===== src/rtl/regfile_dump_seq_pkg.sv =====
`default_nettype none
// ============================================================================
//  Module   : regfile_dump_seq_pkg
//  Brief    : Shared types and widths for the register-file dump sequencer.
//  Revision : 1.0
// ============================================================================
package regfile_dump_seq_pkg;

    localparam int REG_IDX_W = 5;
    localparam int CNT_W     = 4;

    typedef enum logic [2:0] {
        ST_IDLE  = 3'd0,
        ST_DRAIN = 3'd1,
        ST_SEL   = 3'd2,
        ST_SEND  = 3'd3,
        ST_SUM   = 3'd4,
        ST_DONE  = 3'd5
    } state_t;

endpackage : regfile_dump_seq_pkg
`default_nettype wire


===== src/rtl/regfile_dump_seq_if.sv =====
`default_nettype none
// ============================================================================
//  Module   : regfile_dump_seq_if
//  Brief    : Valid/ready output stream carrying dumped registers and checksum.
//  Revision : 1.0
// ============================================================================
interface regfile_dump_seq_if #(
    parameter int XLEN = 32
) ();

    logic                                        out_valid;
    logic                                        out_ready;
    logic [regfile_dump_seq_pkg::REG_IDX_W-1:0]  out_idx;
    logic [XLEN-1:0]                             out_data;
    logic                                        out_last;

    modport master (
        output out_valid,
        output out_idx,
        output out_data,
        output out_last,
        input  out_ready
    );

    modport slave (
        input  out_valid,
        input  out_idx,
        input  out_data,
        input  out_last,
        output out_ready
    );

endinterface : regfile_dump_seq_if
`default_nettype wire


===== src/rtl/regfile_dump_seq.sv =====
`default_nettype none
// ============================================================================
//  Module   : regfile_dump_seq
//  Brief    : Halts the CPU, walks reg_sel over the register file, streams each
//             value plus a final additive checksum, then releases the CPU.
//  Revision : 1.0
// ============================================================================
module regfile_dump_seq
    import regfile_dump_seq_pkg::*;
#(
    parameter int NREGS     = 32,
    parameter int XLEN      = 32,
    parameter int RD_LAT    = 1,
    parameter int DRAIN_CYC = 4
) (
    input  wire logic                  clk,
    input  wire logic                  rstn,
    input  wire logic                  start,
    output logic                       busy,
    output logic                       cpu_halt,
    output logic [REG_IDX_W-1:0]       reg_sel,
    input  wire logic [XLEN-1:0]       reg_data,
    regfile_dump_seq_if.master         out_if,
    output logic                       done
);

    localparam logic [CNT_W-1:0]     c_DRAIN_LOAD = CNT_W'(DRAIN_CYC - 1);
    localparam logic [CNT_W-1:0]     c_LAT_LOAD   = CNT_W'(RD_LAT);
    localparam logic [REG_IDX_W-1:0] c_LAST_IDX   = REG_IDX_W'(NREGS - 1);

    state_t                 r_state,  w_state_nxt;
    logic [CNT_W-1:0]       r_cnt,    w_cnt_nxt;
    logic [REG_IDX_W-1:0]   r_idx,    w_idx_nxt;
    logic [REG_IDX_W-1:0]   r_sel,    w_sel_nxt;
    logic [XLEN-1:0]        r_acc,    w_acc_nxt;
    logic                   r_valid,  w_valid_nxt;
    logic                   r_last,   w_last_nxt;
    logic [REG_IDX_W-1:0]   r_oidx,   w_oidx_nxt;
    logic [XLEN-1:0]        r_odata,  w_odata_nxt;
    logic                   w_xfer;

    assign w_xfer = r_valid && out_if.out_ready;

    always_ff @(posedge clk or negedge rstn) begin
        if (!rstn) begin
            r_state <= ST_IDLE;
            r_cnt   <= '0;
            r_idx   <= '0;
            r_sel   <= '0;
            r_acc   <= '0;
            r_valid <= 1'b0;
            r_last  <= 1'b0;
            r_oidx  <= '0;
            r_odata <= '0;
        end else begin
            r_state <= w_state_nxt;
            r_cnt   <= w_cnt_nxt;
            r_idx   <= w_idx_nxt;
            r_sel   <= w_sel_nxt;
            r_acc   <= w_acc_nxt;
            r_valid <= w_valid_nxt;
            r_last  <= w_last_nxt;
            r_oidx  <= w_oidx_nxt;
            r_odata <= w_odata_nxt;
        end
    end

    always_comb begin
        w_state_nxt = r_state;
        w_cnt_nxt   = r_cnt;
        w_idx_nxt   = r_idx;
        w_sel_nxt   = r_sel;
        w_acc_nxt   = r_acc;
        w_valid_nxt = r_valid;
        w_last_nxt  = r_last;
        w_oidx_nxt  = r_oidx;
        w_odata_nxt = r_odata;

        case (r_state)
            ST_IDLE: begin
                if (start) begin
                    w_state_nxt = ST_DRAIN;
                    w_cnt_nxt   = c_DRAIN_LOAD;
                    w_idx_nxt   = '0;
                end
            end
            ST_DRAIN: begin
                if (r_cnt != '0) begin
                    w_cnt_nxt = r_cnt - CNT_W'(1);
                end else begin
                    w_sel_nxt   = r_idx;
                    w_cnt_nxt   = c_LAT_LOAD;
                    w_state_nxt = ST_SEL;
                end
            end
            ST_SEL: begin
                // Counter expiry marks reg_data as settled for the current reg_sel.
                if (r_cnt != '0) begin
                    w_cnt_nxt = r_cnt - CNT_W'(1);
                end else begin
                    w_odata_nxt = reg_data;
                    w_oidx_nxt  = r_idx;
                    w_valid_nxt = 1'b1;
                    w_acc_nxt   = r_acc + reg_data;
                    w_state_nxt = ST_SEND;
                end
            end
            ST_SEND: begin
                if (w_xfer) begin
                    if (r_idx == c_LAST_IDX) begin
                        w_odata_nxt = r_acc;
                        w_oidx_nxt  = '0;
                        w_last_nxt  = 1'b1;
                        w_state_nxt = ST_SUM;
                    end else begin
                        w_valid_nxt = 1'b0;
                        w_idx_nxt   = r_idx + REG_IDX_W'(1);
                        w_sel_nxt   = r_idx + REG_IDX_W'(1);
                        w_cnt_nxt   = c_LAT_LOAD;
                        w_state_nxt = ST_SEL;
                    end
                end
            end
            ST_SUM: begin
                if (w_xfer) begin
                    w_valid_nxt = 1'b0;
                    w_last_nxt  = 1'b0;
                    w_state_nxt = ST_DONE;
                end
            end
            ST_DONE: begin
                w_acc_nxt   = '0;
                w_state_nxt = ST_IDLE;
            end
            default: begin
                w_state_nxt = ST_IDLE;
            end
        endcase
    end

    // Halt and busy span every non-idle state, including the one-cycle DONE.
    assign busy             = (r_state != ST_IDLE);
    assign cpu_halt         = (r_state != ST_IDLE);
    assign done             = (r_state == ST_DONE);
    assign reg_sel          = r_sel;
    assign out_if.out_valid = r_valid;
    assign out_if.out_idx   = r_oidx;
    assign out_if.out_data  = r_odata;
    assign out_if.out_last  = r_last;

endmodule : regfile_dump_seq
`default_nettype wire


===== src/flat_wrapper.sv =====
// flat-port wrapper written by rule: the top's interface ports become plain ports
module regfile_dump_seq_flat import regfile_dump_seq_pkg::*;
#(
    parameter int NREGS     = 32,
    parameter int XLEN      = 32,
    parameter int RD_LAT    = 1,
    parameter int DRAIN_CYC = 4
)
  (clk, rstn, start, busy, cpu_halt, reg_sel, reg_data, done, out_if_out_valid, out_if_out_idx, out_if_out_data, out_if_out_last, out_if_out_ready);
  regfile_dump_seq_if #(.XLEN(XLEN)) out_if_i ();
  input  wire logic clk;
  input  wire logic rstn;
  input  wire logic start;
  output logic busy;
  output logic cpu_halt;
  output logic [REG_IDX_W-1:0] reg_sel;
  input  wire logic [XLEN-1:0] reg_data;
  output logic done;
  output wire logic [$bits(out_if_i.out_valid)-1:0] out_if_out_valid;
  output wire logic [$bits(out_if_i.out_idx)-1:0] out_if_out_idx;
  output wire logic [$bits(out_if_i.out_data)-1:0] out_if_out_data;
  output wire logic [$bits(out_if_i.out_last)-1:0] out_if_out_last;
  input wire logic [$bits(out_if_i.out_ready)-1:0] out_if_out_ready;
  assign out_if_out_valid = out_if_i.out_valid;
  assign out_if_out_idx = out_if_i.out_idx;
  assign out_if_out_data = out_if_i.out_data;
  assign out_if_out_last = out_if_i.out_last;
  assign out_if_i.out_ready = out_if_out_ready;
  regfile_dump_seq #(.NREGS(NREGS), .XLEN(XLEN), .RD_LAT(RD_LAT), .DRAIN_CYC(DRAIN_CYC)) u_core (.clk(clk), .rstn(rstn), .start(start), .busy(busy), .cpu_halt(cpu_halt), .reg_sel(reg_sel), .reg_data(reg_data), .out_if(out_if_i), .done(done));
endmodule

===== config.mk =====
export PLATFORM = sky130hd
export DESIGN_NAME = regfile_dump_seq_flat
export DESIGN_NICKNAME = d
export VERILOG_FILES = /design/src/rtl/regfile_dump_seq_pkg.sv /design/src/rtl/regfile_dump_seq_if.sv /design/src/rtl/regfile_dump_seq.sv /design/src/flat_wrapper.sv
export SDC_FILE = /design/constraint.sdc
export NUM_CORES = 1
export LEC_CHECK = 0
export ABC_AREA = 0
export ABC_CLOCK_PERIOD_IN_PS = 2950
export BUFFER_PORTS_ARGS = -buffer_cell sky130_fd_sc_hd__buf_2
export CAP_MARGIN = 20
export CORE_AREA = 4 4 143 145
export CTS_CLUSTER_DIAMETER = 200
export DETAILED_ROUTE_END_ITERATION = 10
export DIE_AREA = 0 0 147 149
export PLACE_DENSITY = 0.54
export SYNTH_ARGS = -nofsm -noshare
export SYNTH_HDL_FRONTEND = slang
export SYNTH_SLANG_ARGS = --single-unit

===== constraint.sdc =====
create_clock -name clk -period 2.95 [get_ports clk]
set_input_delay 0.295 -clock clk [delete_from_list [all_inputs] [get_ports clk]]
set_output_delay 0.295 -clock clk [all_outputs]
set_load 0.005 [all_outputs]

==> results.ini <==
[setup_path]
critPathRequiredTime_ns=3.17
r2r-end=u_core.r_acc[16]
worstPathArrival_ns=2.98
r2r_setup_slack_ns=0.19
rr_worst_depth=10
startpoint_type=flip-flop
r2r_start=u_core.r_acc[0]
end_kind=flip-flop
crit_type=flip-flop to flip-flop
cp_max_fo=6

[timing]
grt_setup_unrepaired=no
hold_viol_final=3
fmax_ghz=0.362
finClkSkew_ns=0.00774
tightest_slew_ns=0.709
hold_ws_ns=-0.00353
fin_crit_ns=2.76
slew_headroom_pct=52.8
setup_viol_count_final=0
setup-tns-final_ns=0
fin_crit_sh_pct=93.5
finalMaxSlewViolations=0

[global_route]
grt_util_met3_pct=2.13
grtUsageMet2_pct=23.5
grt_pass1_wl_um=25500
busiest_layer=met2
grtUsageMet1_pct=19.4
grt_pass1_vias=4928
track_usage_pct=14.2
globalRouteOverflowTotal=0
grt_max_degree=64
grt_antenna_before_repair=0

[pwr]
max-vdd-ir-drop_mv=0.320
clkPwrFrac_pct=17.0
p_seq_share_pct=30.0
total_power_uw=7020
power.density_mw_per_mm2=1040
power.internal_uw=3950
p_switching_uw=3070
sw_frac_of_total_pct=43.7
p_comb_share_pct=53.0
p_leak_uw=0.00309

[yosys]
synthTopCellsByArea=dfrtp_1, ha_1, nand2_1
synthTopCellsByCount=nand2_1, dfrtp_1, nor2_1
ys_ff_latch=88
yosysTopAreaCellShare_pct=38.7
avgSynthCellArea_um2=8.37
async_flop_share_pct=100
yosysMostFrequentCell=nand2_1
ys_types=60
synth_flop_cell=dfrtp_1
syn_inst=680
synth_largest_area_cell=dfrtp_1
ys_seq_area_share_pct=38.7
synth_area_mm2=0.00569
synth_edf_count=0
synth_fp_nets=753
yosysWarnings=0

[drt]
drt-initial-drc-count=274
via_per_inst=5.02
drcViolationCount=0
drtAntennaViolNets=0
vias=5112
wl_um=15500
wl_per_cell_um=15.2
dr.pass1.iters=5

[cts]
cts-root-buf=clkbuf_16
numClockSinks=88
cts_inserted_buffers=9
cts_resized=0
cts.clk_slew.worst_paths_ns=0.07
clk_latency_ns=0.35
cts_setup_buffers=0
cts_hold_buf=0
clock_path_buffers=2
cts_tree=done
h-tree-depth=3

[floorplan]
dieHeight_um=149
pin_count=83
initial_core_util_pct=29.6
core_mm2=0.0192
die_w_um=147
rows=51
fp.dieArea_mm2=0.0219

[layout]
layout-drive-gt1-share_pct=17.7
fill_cells=2025
nNetsFinal=821
stdcell_area_mm2=0.00672
fin_cells=1018
syn2layout_area_growth_pct=18.1
num_antenna_cells=0

[min_path]
hold_path.class=input port to asynchronous set/reset pin

[run_status]
status=complete, but fails checks
violations=hold timing

[placement]
globalplace.congestion=0.848
io_buffers=82
hpwl_um=11200
post_dp_cell_area_mm2=0.00641
placed_cells=1002

[job]
cap_viol_max_count=0

## final cells by class
| class | instances | area (um^2) | area share [%] |
|---|---|---|---|
| Inverter | 24 | 90.1 | 1.34 |
| Tap cell | 265 | 332 | 4.93 |
| Sequential cell | 88 | 2200 | 32.8 |
| Clock buffer | 10 | 239 | 3.56 |
| Multi-Input combinational cell | 529 | 3260 | 48.5 |
| Clock inverter | 6 | 68.8 | 1.02 |
| Timing Repair Buffer | 96 | 531 | 7.89 |
## routing by layer
layer	wire, um	up-vias	part of all wire (%)
met5	0	-	0
met4	218	0	1.4
met3	577	17	3.7
met2	7280	88	47
met1	7380	2431	48
li1	-	2576	-
## how the worst max path moves through the flow
stage | start | endpoint | slack, ns | cells after the start
global route | u_core.r_acc[0] | u_core.r_acc[16] | 0.06 | 10
floorplan | u_core.r_acc[0] | u_core.r_acc[26] | 0.36 | 9
detailed placement | reg_data[0] | u_core.r_acc[16] | 0.16 | 11
global placement | reg_data[0] | u_core.r_acc[26] | 0.22 | 10
CTS | u_core.r_acc[0] | u_core.r_acc[16] | 0.20 | 10
finish | u_core.r_acc[0] | u_core.r_acc[16] | 0.19 | 10
## critical path, cell delays in order (launching register included)
cell      delay, ns
dfrtp_1        0.39
ha_1           0.22
fa_1           0.40
a21o_1         0.20
a221oi_2       0.32
o21a_1         0.16
nor2_2         0.08
a21o_1         0.22
a221oi_1       0.30
mux2i_1        0.24
nand3_1        0.10
## power groups by stage
stage / logic [uW] / registers (uW) / clock network, uW
detailed placement: 3730 / 2130 / 0
floorplan: 2720 / 2020 / 0
CTS: 3750 / 2110 / 1230
global route: 4240 / 2180 / 1270
finish: 3720 / 2100 / 1200
global placement: 3720 / 2120 / 0
## placed cells by master (no fill, tap or decap), drive strengths merged, types with 4 or more instances in the layout
master	instances
or3	6
ha	36
buf	96
inv	24
nand3	43
nor2	62
xnor2	17
nor3b	4
o31ai	7
nand4	5
nor3	13
dfrtp	88
a31oi	40
a21oi	40
clkbuf	10
and3	9
o21ai	51
clkinv	4
a211oi	8
a31o	4
o21bai	6
mux2i	4
xor2	8
nand2	97
nand2b	6
a21o	25
## sequential cells by signal, indices dropped and copies added (netlist names)
register and cells:
u_core.r_idx 5, u_core.r_state 3, u_core.r_cnt 4, u_core.reg_sel 5, u_core.out_if.out_idx 5, u_core.r_acc 32
u_core.out_if.out_valid 1, u_core.out_if.out_data 32, u_core.out_if.out_last 1
## through the flow
stage	utilization, %	worst slack (ns)
floorplan	-	0.356
global placement	33.4	0.220
detailed placement	33.4	0.164
CTS	35.0	0.197
global route	35.0	0.0557
finish	35.0	0.190
## kinds of logic after synthesis
group / after synthesis / synth area share, %
muxes: 6 / 1.10
and+or+nand+nor: 256 / 20.4
adders and majority gates: 37 / 8.27
AOI/OAI and AO/OA: 205 / 23.4
xor gates and xnor gates: 25 / 3.85
buffers and inverters: 63 / 4.35
DFF: 88 / 38.7
Note: power is estimated with default switching activity, not from simulation.
